**src/rtl/natural_from_sum_pkg.sv**
```systemverilog
// Shared constants and state encoding for the natural_from_sum block.
// Optional remainder output is enabled with the NFS_REM_EN macro.
package nfs_pkg;

    localparam int unsigned SW_DEF = 7;
    localparam int unsigned NW_DEF = 4;

    typedef enum logic [1:0] {
        IDLE = 2'd0,
        RUN  = 2'd1,
        DONE = 2'd2
    } state_t;

endpackage

```
**src/rtl/natural_from_sum_step.sv**
```systemverilog
// Combinational step for natural_from_sum: compares acc against k and forms acc-k.
// Used identically whether or not NFS_REM_EN is defined.
module nfs_step
    import nfs_pkg::*;
#(
    parameter int unsigned SW = SW_DEF,
    parameter int unsigned NW = NW_DEF
) (
    input  logic [SW-1:0] acc,
    input  logic [NW:0]   k,
    output logic          ge,
    output logic [SW-1:0] diff
);

    localparam int unsigned W = (SW > NW + 1) ? SW : NW + 1;

    logic [W-1:0] acc_x;
    logic [W-1:0] k_x;

    always_comb begin
        acc_x = W'(acc);
        k_x   = W'(k);
        ge    = (acc_x >= k_x);
        // only consumed when ge holds, so k fits in SW bits there
        diff  = acc - SW'(k);
    end

endmodule

```
**src/rtl/natural_from_sum.sv**
```systemverilog
// Finds the largest n with 1+2+...+n <= s by subtracting k=1,2,... one per clock.
// Define NFS_REM_EN to add the rem output (s - T(n)).
module natural_from_sum
    import nfs_pkg::*;
#(
    parameter int unsigned SW = SW_DEF,
    parameter int unsigned NW = NW_DEF
) (
    input  logic          clk,
    input  logic          rst,
    input  logic          init,
    input  logic [SW-1:0] s,
    output logic [NW-1:0] n,
    output logic          busy,
    output logic          done,
    output logic          exact
`ifdef NFS_REM_EN
    ,
    output logic [SW-1:0] rem
`endif
);

    state_t        state, state_n;
    logic [SW-1:0] acc, acc_n;
    logic [NW:0]   k, k_n;
    logic [NW:0]   km1;
    logic [NW-1:0] n_n;
    logic          busy_n, done_n, exact_n;
    logic          ge;
    logic [SW-1:0] diff;

    nfs_step #(
        .SW (SW),
        .NW (NW)
    ) u_step (
        .acc  (acc),
        .k    (k),
        .ge   (ge),
        .diff (diff)
    );

`ifdef NFS_REM_EN
    logic [SW-1:0] rem_n;
`endif

    always_ff @(posedge clk) begin
        if (rst) begin
            state <= IDLE;
            acc   <= '0;
            k     <= (NW + 1)'(1);
            n     <= '0;
            busy  <= 1'b0;
            done  <= 1'b0;
            exact <= 1'b0;
`ifdef NFS_REM_EN
            rem   <= '0;
`endif
        end else begin
            state <= state_n;
            acc   <= acc_n;
            k     <= k_n;
            n     <= n_n;
            busy  <= busy_n;
            done  <= done_n;
            exact <= exact_n;
`ifdef NFS_REM_EN
            rem   <= rem_n;
`endif
        end
    end

    always_comb begin
        state_n = state;
        acc_n   = acc;
        k_n     = k;
        n_n     = n;
        busy_n  = busy;
        done_n  = done;
        exact_n = exact;
`ifdef NFS_REM_EN
        rem_n   = rem;
`endif
        km1     = k - 1'b1;
        case (state)
            IDLE, DONE: begin
                if (init) begin
                    acc_n   = s;
                    k_n     = (NW + 1)'(1);
                    busy_n  = 1'b1;
                    done_n  = 1'b0;
                    exact_n = 1'b0;
                    state_n = RUN;
                end
            end
            RUN: begin
                if (ge) begin
                    acc_n = diff;
                    k_n   = k + 1'b1;
                end else begin
                    // what is left in acc is exactly s - T(k-1)
                    n_n     = km1[NW-1:0];
                    exact_n = (acc == '0);
`ifdef NFS_REM_EN
                    rem_n   = acc;
`endif
                    done_n  = 1'b1;
                    busy_n  = 1'b0;
                    state_n = DONE;
                end
            end
            default: state_n = IDLE;
        endcase
    end

endmodule

```
**config.mk**
```make
export PLATFORM = sky130hd
export DESIGN_NAME = natural_from_sum
export DESIGN_NICKNAME = d
export VERILOG_FILES = /design/src/rtl/natural_from_sum_pkg.sv /design/src/rtl/natural_from_sum_step.sv /design/src/rtl/natural_from_sum.sv
export SDC_FILE = /design/constraint.sdc
export NUM_CORES = 1
export LEC_CHECK = 0
export CAP_MARGIN = 20
export CORE_MARGIN = 5
export CORE_UTILIZATION = 57
export CTS_BUF_LIST = sky130_fd_sc_hd__clkbuf_16
export CTS_CLUSTER_DIAMETER = 60
export DETAILED_ROUTE_END_ITERATION = 6
export PLACE_DENSITY = 0.83
export SLEW_MARGIN = 0
export SYNTH_ARGS = -nofsm -noshare
export SYNTH_HDL_FRONTEND = slang
export SYNTH_HIERARCHICAL = 1
export SYNTH_SLANG_ARGS = --single-unit
```
**constraint.sdc**
```tcl
create_clock -name clk -period 4.83 [get_ports clk]
set_input_delay 0.966 -clock clk [delete_from_list [all_inputs] [get_ports clk]]
set_output_delay 0.966 -clock clk [all_outputs]
set_load 0.01 [all_outputs]
```
# Yosys cells after proc, flatten, opt, wreduce, memory -nomap -nowiden
# Index checks and enable logic that the tools add are counted.
# totals
reg_bits,21
in_bits,10
out_inout_bits,7
word_cells,42
# classes
addsub,3
n_lt_le_gt_ge,1
eq_ne,5
n_mux,17
bitwise_logic,1
reduce_logical,8
# op_table
cell,n
7-bit 2-to-1 mux,2
7-bit one-hot mux with 2 select lines,1
5-bit 2-to-1 mux,2
5-bit one-hot mux with 2 select lines,1
7-bit by 5-bit greater-or-equal comparator with 1-bit output,1
7-bit zero test,1
7-bit by 5-bit subtractor with 7-bit output,1
2-bit inequality test (second input constant),3
1-bit one-hot mux with 2 select lines,3
3-bit AND reduction,2
5-bit by 1-bit adder with 5-bit output (second input constant),1
1-bit 2-to-1 mux,5
2-bit 2-to-1 mux,2
2-bit one-hot mux with 2 select lines,1
2-bit AND reduction,2
4-bit by 1-bit subtractor with 4-bit output (second input constant),1
2-bit by 1-bit equality test with 1-bit output (second input constant),1
2-bit equality test (second input constant),1
2-bit zero test,1
2-bit nonzero test,1
2-bit OR reduction,1
1-bit NOT,1

# Depth between registers and ports, before layout
# Gate-level depths: netlist of the first run.
# depth
word_depth,4
ltp_mapped,10
ltp_nobuf,10

# By module
# The synthesis of the first run kept the hierarchy.
# by_module_without_submodules
mod,n_inst,cells_per_inst,area_per_inst_um2,seq_area_each_um2
natural_from_sum,1,100,955.9,420.4
nfs_step,1,34,246.5,0.0

# Worst setup path after synthesis of the first run
# No wires, ideal clock.
# synth_timing
kind,reg-to-reg
startpoint,register k[3]
endpoint,register acc[0]
setup_time_ns,0.125
t_arrival_ns,2.271
required_time_ns,4.705
slack_ns,2.434
path_stages_with_launch,11
path_buffers,1
period_less_slack_ns,2.396
cell_sequence,dfxtp_1 inv_1 ha_1 a21o_1 a21oi_2 o21ai_2 or4_1 and3b_1 buf_2 o31ai_1 a21oi_1
# synth_via
elab_chain_len,3
# synth_lines
element,line,source
from (decl),natural_from_sum.sv:25,"logic [NW:0] k, k_n;"
from (signal assigned),natural_from_sum.sv:50,k <= (NW + 1)'(1);
from (signal assigned),natural_from_sum.sv:61,k <= k_n;
7-bit by 5-bit greater-or-equal comparator with 1-bit output,natural_from_sum_step.sv:23,ge = (acc_x >= k_x);
named net ge,natural_from_sum.sv:29,logic ge;
2-bit inequality test (no source line),--,
3-bit AND reduction (no source line),--,
to (signal assigned),natural_from_sum.sv:60,acc <= acc_n;
to (decl),natural_from_sum.sv:24,"logic [SW-1:0] acc, acc_n;"
# The timed path passes the listed nets, and every way through them passes these cells.
# A chain may end at the register's enable or synchronous reset.

# Final worst setup path of the first run
# layout_timing
startpoint,register k[3]
endpoint,register n[1]
# layout_via
elab_chain_len,3
# layout_lines
element,line,source
7-bit by 5-bit greater-or-equal comparator with 1-bit output,natural_from_sum_step.sv:23,
named net ge,natural_from_sum.sv:29,
1-bit NOT (no source line),--,
2-bit AND reduction (no source line),--,
to (signal assigned),natural_from_sum.sv:62,n <= n_n;
to (decl),natural_from_sum.sv:13,"output logic [NW-1:0] n,"
# The timed path passes the listed nets, and every way through them passes these cells.

==> qor.csv, run 1 <==
stage;metric;value;unit
run_status;status;complete, no violations;
sta;skew;1.513;ps
clock_tree;cts_tree;done;
yosys;yosysSeqAreaShare;34.96;%
placement;place.gp.congestion;0.9151;
clock_tree;clock-sinks;21;
yosys;synth_cell_types;36;
pwr;p_leak;0.5702;nW
clock_tree;clkTransAtPathRegs;50;ps
floorplan;ios;17;
setup_path;cp_slowest_stage_delay;590;ps
final_layout;final_cells;174;
sta;hold_viol_final;0;
placement;placed_cells;170;
sta;setup_slack;2020;ps
routing;drtPass1Iterations;4;
final_layout;seq_area;420.4;sq um
placement;post_dp_cell_area;1351;sq um
sta;max_freq;355.8;MHz
final_layout;stdcell_area;1430;sq um
final_layout;finalCoreUtilization;72.16;%
setup_path;critPathSlowestCell;or4_1;
setup_path;crit_buf_inv;1;
pwr;powerDensity;444.2;nW/um^2
yosys;synth_common_cells;dfxtp_1, a21oi_1, inv_1, nor2_1;
sta;slew_viol_final;0;
routing;avgRoutedWirePerCell;14.98;um
setup_path;start_kind;flip-flop;
routing;dr.first_iter.drc_count;28;
floorplan;start_util;60.67;%
grt;overflow;0;
min_path;worstHoldPathType;reg -> reg;
yosys;syn_inst;134;
placement;io_buffers;16;
yosys;synth-edff-count;0;
yosys;ys_seq_elements;21;
yosys;synth_most_common_cell;dfxtp_1;
final_layout;syn2layout_area_growth;18.94;%
placement;pre_cts_ws;2104;ps
floorplan;core_area;1982;sq um
placement;place.detailed.hpwl;1860;um
sta;layout_min_cycle_time;2810;ps
final_layout;multi_input_area;699.4;sq um
routing;drc;0;
yosys;ys_async_sr_fraction;0;%
clock_tree;clockRootBuffer;clkbuf_16;
sta;finalSetupTns;0;ps
final_layout;fillCellCount;154;
yosys;synth_flop_cell;dfxtp_1;
setup_path;crit_required;4990;ps
yosys;syn-num-nets;152;
yosys;synth_top_area_cell;dfxtp_1;
grt;grt_max_degree;14;
sta;max-slew-margin-rel;53.63;%
setup_path;cp_max_fo;13;
clock_tree;hold_buffers;0;
clock_tree;cts_buffers;3;
setup_path;crit_family;simple AND/OR/NAND/NOR gates;
grt;gr-usage-all-layers;18.12;%
sta;tightest_slew;694.1;ps
clock_tree;cts_buffer_depth;2;
yosys;synth_area;1202;sq um
routing;final_antenna_net_count;0;
pwr;peakVddDrop;306.5;uV
sta;rsz0062_at_grt;no;
clock_tree;post_cts_buffers;0;
yosys;synth_warnings;6;
grt;grt_pass1_vias;983;
setup_path;critPathCaptureType;flip-flop;
pwr;power;0.6353;mW
floorplan;die-area;3128;sq um
sta;period_share;58.18;%
yosys;synth_top_area_share;34.96;%
yosys;postSynthAreaPerCell;8.973;sq um
sta;finalSetupViolCount;0;
sta;whs;479.3;ps
job;drv_cap;0;
clock_tree;htreeDepth;1;
clock_tree;clk_latency;250;ps
routing;vias;998;
clock_tree;cts_resized;0;
floorplan;die_y;55.93;um
floorplan;fp-row-count;16;
setup_path;crit_chain;inv_1 > ha_1 > a21o_1 > a21oi_2 > o21ai_2 > or4_1 > nor3b_4 > nor2_1 > a211oi_1;
final_layout;nets;166;
grt;antenna_found_initial;0;
floorplan;die_width;55.93;um
final_layout;drive_above_1_share;5.442;%
setup_path;worstPathArrival;2970;ps
yosys;ys_top_cells_by_area;dfxtp_1, ha_1, mux2i_1;
routing;post_drt_via_cell_ratio;5.736;
routing;wirelength;2607;um
grt;grt_pass1_wl;4512;um
final_layout;n_antenna_cell;0;
setup_path;critPathKind;reg -> reg;
-- tightest hold or removal path, cell delays in order, from the launching register on --
cell	delay (ps)
dfxtp_1	310
nand3_1	60
o21ai_0	70
-- layer usage --
layer  track usage [%]  vias up  part of all wire (%)  wire length, um
met1             22.75      455                    48             1241
met5                 0        -                     0                0
met3             5.336        9                   4.4              115
met2             28.72       22                    46             1195
li1                  -      512                     -                -
met4             7.797        0                   2.0               53
-- area by class of cell --
class / instances / share of cell area [%]
Sequential cell: 21 / 29.40
Clock buffer: 3 / 5.249
Inverter: 10 / 2.625
Clock inverter: 1 / 0.2625
Tap cell: 27 / 2.362
Multi-Input combinational cell: 96 / 48.91
Timing Repair Buffer: 16 / 11.20
-- path summary, 6_finish.rpt --
kind,from,slack [ps],depth (start not counted),to
setup reg to reg,k[3]$_SDFFE_PP0P_,2020,9,n[1]$_SDFFE_PP0P_
hold / removal,exact$_SDFFE_PP0P_,480,2,exact$_SDFFE_PP0P_
setup / recovery,k[3]$_SDFFE_PP0P_,2020,9,n[1]$_SDFFE_PP0P_
hold reg to reg,exact$_SDFFE_PP0P_,480,2,exact$_SDFFE_PP0P_
-- state kept, by name (all words and copies together) (netlist names) --
name   cells
acc        7
k          5
n          4
state      2
busy       1
done       1
exact      1
-- kinds of logic (layout without fill, tap and decap cells) --
logic type | Yosys count | count (layout) | synth area share (%)
buffers and inverters | 17 | 30 | 6.867
DFF | 21 | 21 | 34.96
adders and majority gates | 8 | 8 | 8.949
and+or+nand+nor | 37 | 37 | 17.69
muxes | 7 | 7 | 5.827
xor gates and xnor gates | 6 | 6 | 4.371
AOI/OAI and AO/OA | 38 | 38 | 21.33
-- cells in the final DEF (no fill, tap or decap), types with 2 or more instances in the layout --
cell,netlist,final
mux2i_1,7,7
nand4b_1,2,2
o31ai_1,7,7
o21ai_2,2,2
nor3_1,2,2
a21oi_1,11,11
clkdlybuf4s50_1,0,16
clkbuf_16,0,3
o21ai_0,3,3
o2111ai_1,2,2
nor4_1,3,3
o41ai_1,2,2
nand2_1,3,3
a21oi_2,2,2
ha_1,7,7
nand3_1,6,6
nor2b_1,2,2
xor2_1,3,3
inv_1,10,11
a21o_1,2,2
nand2b_1,3,3
xnor2_1,3,3
nor2_1,10,10
a211oi_1,5,5
dfxtp_1,21,21
-- power by group --
part / switching [mW] / internal, mW
Clock: 0.0607 / 0.110
Combinational: 0.127 / 0.108
Sequential: 0.0292 / 0.200
Total: 0.217 / 0.418
Power figures use the tool's default switching activity.
==> run 2: changes to the inputs <==
--- a/config.mk
+++ b/config.mk
@@ -7,11 +7,11 @@
 export LEC_CHECK = 0
 export CAP_MARGIN = 20
 export CORE_MARGIN = 5
-export CORE_UTILIZATION = 57
+export CORE_UTILIZATION = 53
 export CTS_BUF_LIST = sky130_fd_sc_hd__clkbuf_16
 export CTS_CLUSTER_DIAMETER = 60
 export DETAILED_ROUTE_END_ITERATION = 6
-export PLACE_DENSITY = 0.83
+export PLACE_DENSITY = 0.78
 export SLEW_MARGIN = 0
 export SYNTH_ARGS = -nofsm -noshare
 export SYNTH_HDL_FRONTEND = slang
==> constraint.sdc (replaced) <==
create_clock -name clk -period 2.6 [get_ports clk]
set_input_delay 0.52 -clock clk [delete_from_list [all_inputs] [get_ports clk]]
set_output_delay 0.52 -clock clk [all_outputs]
set_load 0.01 [all_outputs]
==> qor.csv, run 2 (same netlist as run 1, synthesis figures left out) <==
stage;metric;value;unit
run_status;status;complete, no violations;
routing;top_layer;met4;
sta;tightest_slew;740.6;ps
final_layout;layout_commonest_cell;dfxtp_1;
clock_tree;cts_buffer_depth;2;
final_layout;n_antenna_cell;0;
setup_path;crit_required;2730;ps
routing;final_antenna_net_count;0;
setup_path;worstPathArrival;2650;ps
final_layout;drive_above_1_share;13.07;%
final_layout;top_register;acc;
floorplan;die_y;57.63;um
final_layout;multi_input_area;714.4;sq um
placement;placed_cells;177;
sta;rsz0062_at_grt;no;
routing;post_drt_via_cell_ratio;6.006;
routing;drtPass1Iterations;4;
final_layout;largestRegisters;acc (7), k (5), n (4);
setup_path;critPathKind;reg -> reg;
final_layout;mostFrequentLayoutCells;dfxtp_1, clkdlybuf4s50_1, a21oi_1, inv_1, nor2_1;
final_layout;syn2layout_area_growth;24.25;%
final_layout;seq_area;421.7;sq um
grt;antenna_found_initial;0;
grt;grt_pass1_vias;1061;
sta;period_share;96.81;%
floorplan;core_area;2191;sq um
grt;overflow;0;
clock_tree;post_cts_buffers;0;
floorplan;die_width;57.63;um
placement;place.detailed.hpwl;2154;um
placement;io_buffers;16;
final_layout;final_cells;181;
sta;max-slew-margin-rel;50.52;%
routing;dr_wl_met3;195;um
floorplan;die-area;3321;sq um
pwr;peakVddDrop;396.8;uV
routing;wirelength;3043;um
placement;place.gp.congestion;0.8421;
final_layout;largest_reg_flops;7;
placement;post_dp_cell_area;1398;sq um
final_layout;finalCoreUtilization;68.19;%
routing;met2_length;1493;um
pwr;powerDensity;839.0;nW/um^2
clock_tree;clkTransAtPathRegs;60;ps
setup_path;critPathCaptureType;flip-flop;
routing;avgRoutedWirePerCell;16.81;um
sta;layout_min_cycle_time;2517;ps
clock_tree;htreeDepth;1;
clock_tree;cts_buffers;3;
grt;grt_max_degree;14;
sta;finalSetupTns;0;ps
sta;skew;1.345;ps
setup_path;start_kind;flip-flop;
clock_tree;hold_buffers;0;
sta;hold_viol_final;0;
routing;drc;0;
clock_tree;clk_latency;250;ps
clock_tree;clock-sinks;21;
routing;dr.first_iter.drc_count;27;
clock_tree;cts_tree;done;
job;drv_cap;0;
floorplan;fp-row-count;17;
grt;grt_pass1_wl;5009;um
final_layout;stdcell_area;1494;sq um
grt;gr-usage-all-layers;19.20;%
routing;wl_met1;1311;um
floorplan;start_util;54.88;%
floorplan;ios;17;
pwr;p_leak;0.6010;nW
final_layout;nets;172;
sta;finalSetupViolCount;0;
sta;slew_viol_final;0;
routing;vias;1087;
final_layout;fillCellCount;183;
clock_tree;clockRootBuffer;clkbuf_16;
min_path;worstHoldPathType;reg -> reg;
setup_path;cp_max_fo;9;
sta;max_freq;397.3;MHz
==> run 2: repair_timing <==
action                     4_1_cts  5_1_grt
setup endpoints to repair       11       15
gates resized for setup          2        3
gates cloned                     0        0
==> run 2: worst paths after layout <==
check,start,end,slack [ps],depth (start not counted)
hold / removal,exact$_SDFFE_PP0P_,exact$_SDFFE_PP0P_,490,2
setup reg to reg,k[3]$_SDFFE_PP0P_,acc[0]$_SDFFE_PP0P_,80,9
setup / recovery,k[3]$_SDFFE_PP0P_,acc[0]$_SDFFE_PP0P_,80,9
hold reg to reg,exact$_SDFFE_PP0P_,exact$_SDFFE_PP0P_,490,2
==> run 2: final cells by class <==
| class | instances | area share (%) |
|---|---|---|
| multi-input cells | 96 | 47.82 |
| flip-flops and latches | 21 | 28.22 |
| repair buffers | 22 | 13.74 |
| clock buffers | 3 | 5.025 |
| inverters | 10 | 2.513 |
| well taps | 28 | 2.345 |
| clock inverters | 1 | 0.3350 |
==> run 2: worst max-delay path, cell delays in order (launching register included) <==
cell,delay [ps]
dfxtp_1,410
inv_1,70
ha_1,310
a21o_1,190
a21oi_2,160
o21ai_2,100
or4_4,540
and3b_2,300
o31ai_1,250
a21oi_1,70
==> run 2: through the flow <==
step | setup WS [ps] | hold slack, ps | power [mW]
floorplan | 204.5 | 444.6 | 0.7594
global placement | 158.1 | 469.0 | 0.8751
detailed placement | 22.67 | 480.6 | 0.8980
CTS | 21.80 | 492.5 | 1.242
global route | 22.77 | 510.8 | 1.326
finish | 83.05 | 486.0 | 1.253
==> run 2: where the power goes <==
part / internal (mW) / switching (mW) / leakage, nW / total [mW]
clock: 0.206 / 0.116 / 0.0409 / 0.322
combinational: 0.231 / 0.270 / 0.387 / 0.501
sequential: 0.371 / 0.0585 / 0.173 / 0.430
total: 0.809 / 0.445 / 0.601 / 1.25
==> run 2: layer usage <==
| layer | vias to the layer above | global-route usage [%] |
|---|---|---|
| met5 | - | 0 |
| met4 | 0 | 4.636 |
| met3 | 6 | 5.345 |
| met2 | 38 | 32.74 |
| met1 | 519 | 23.87 |
| li1 | 524 | - |
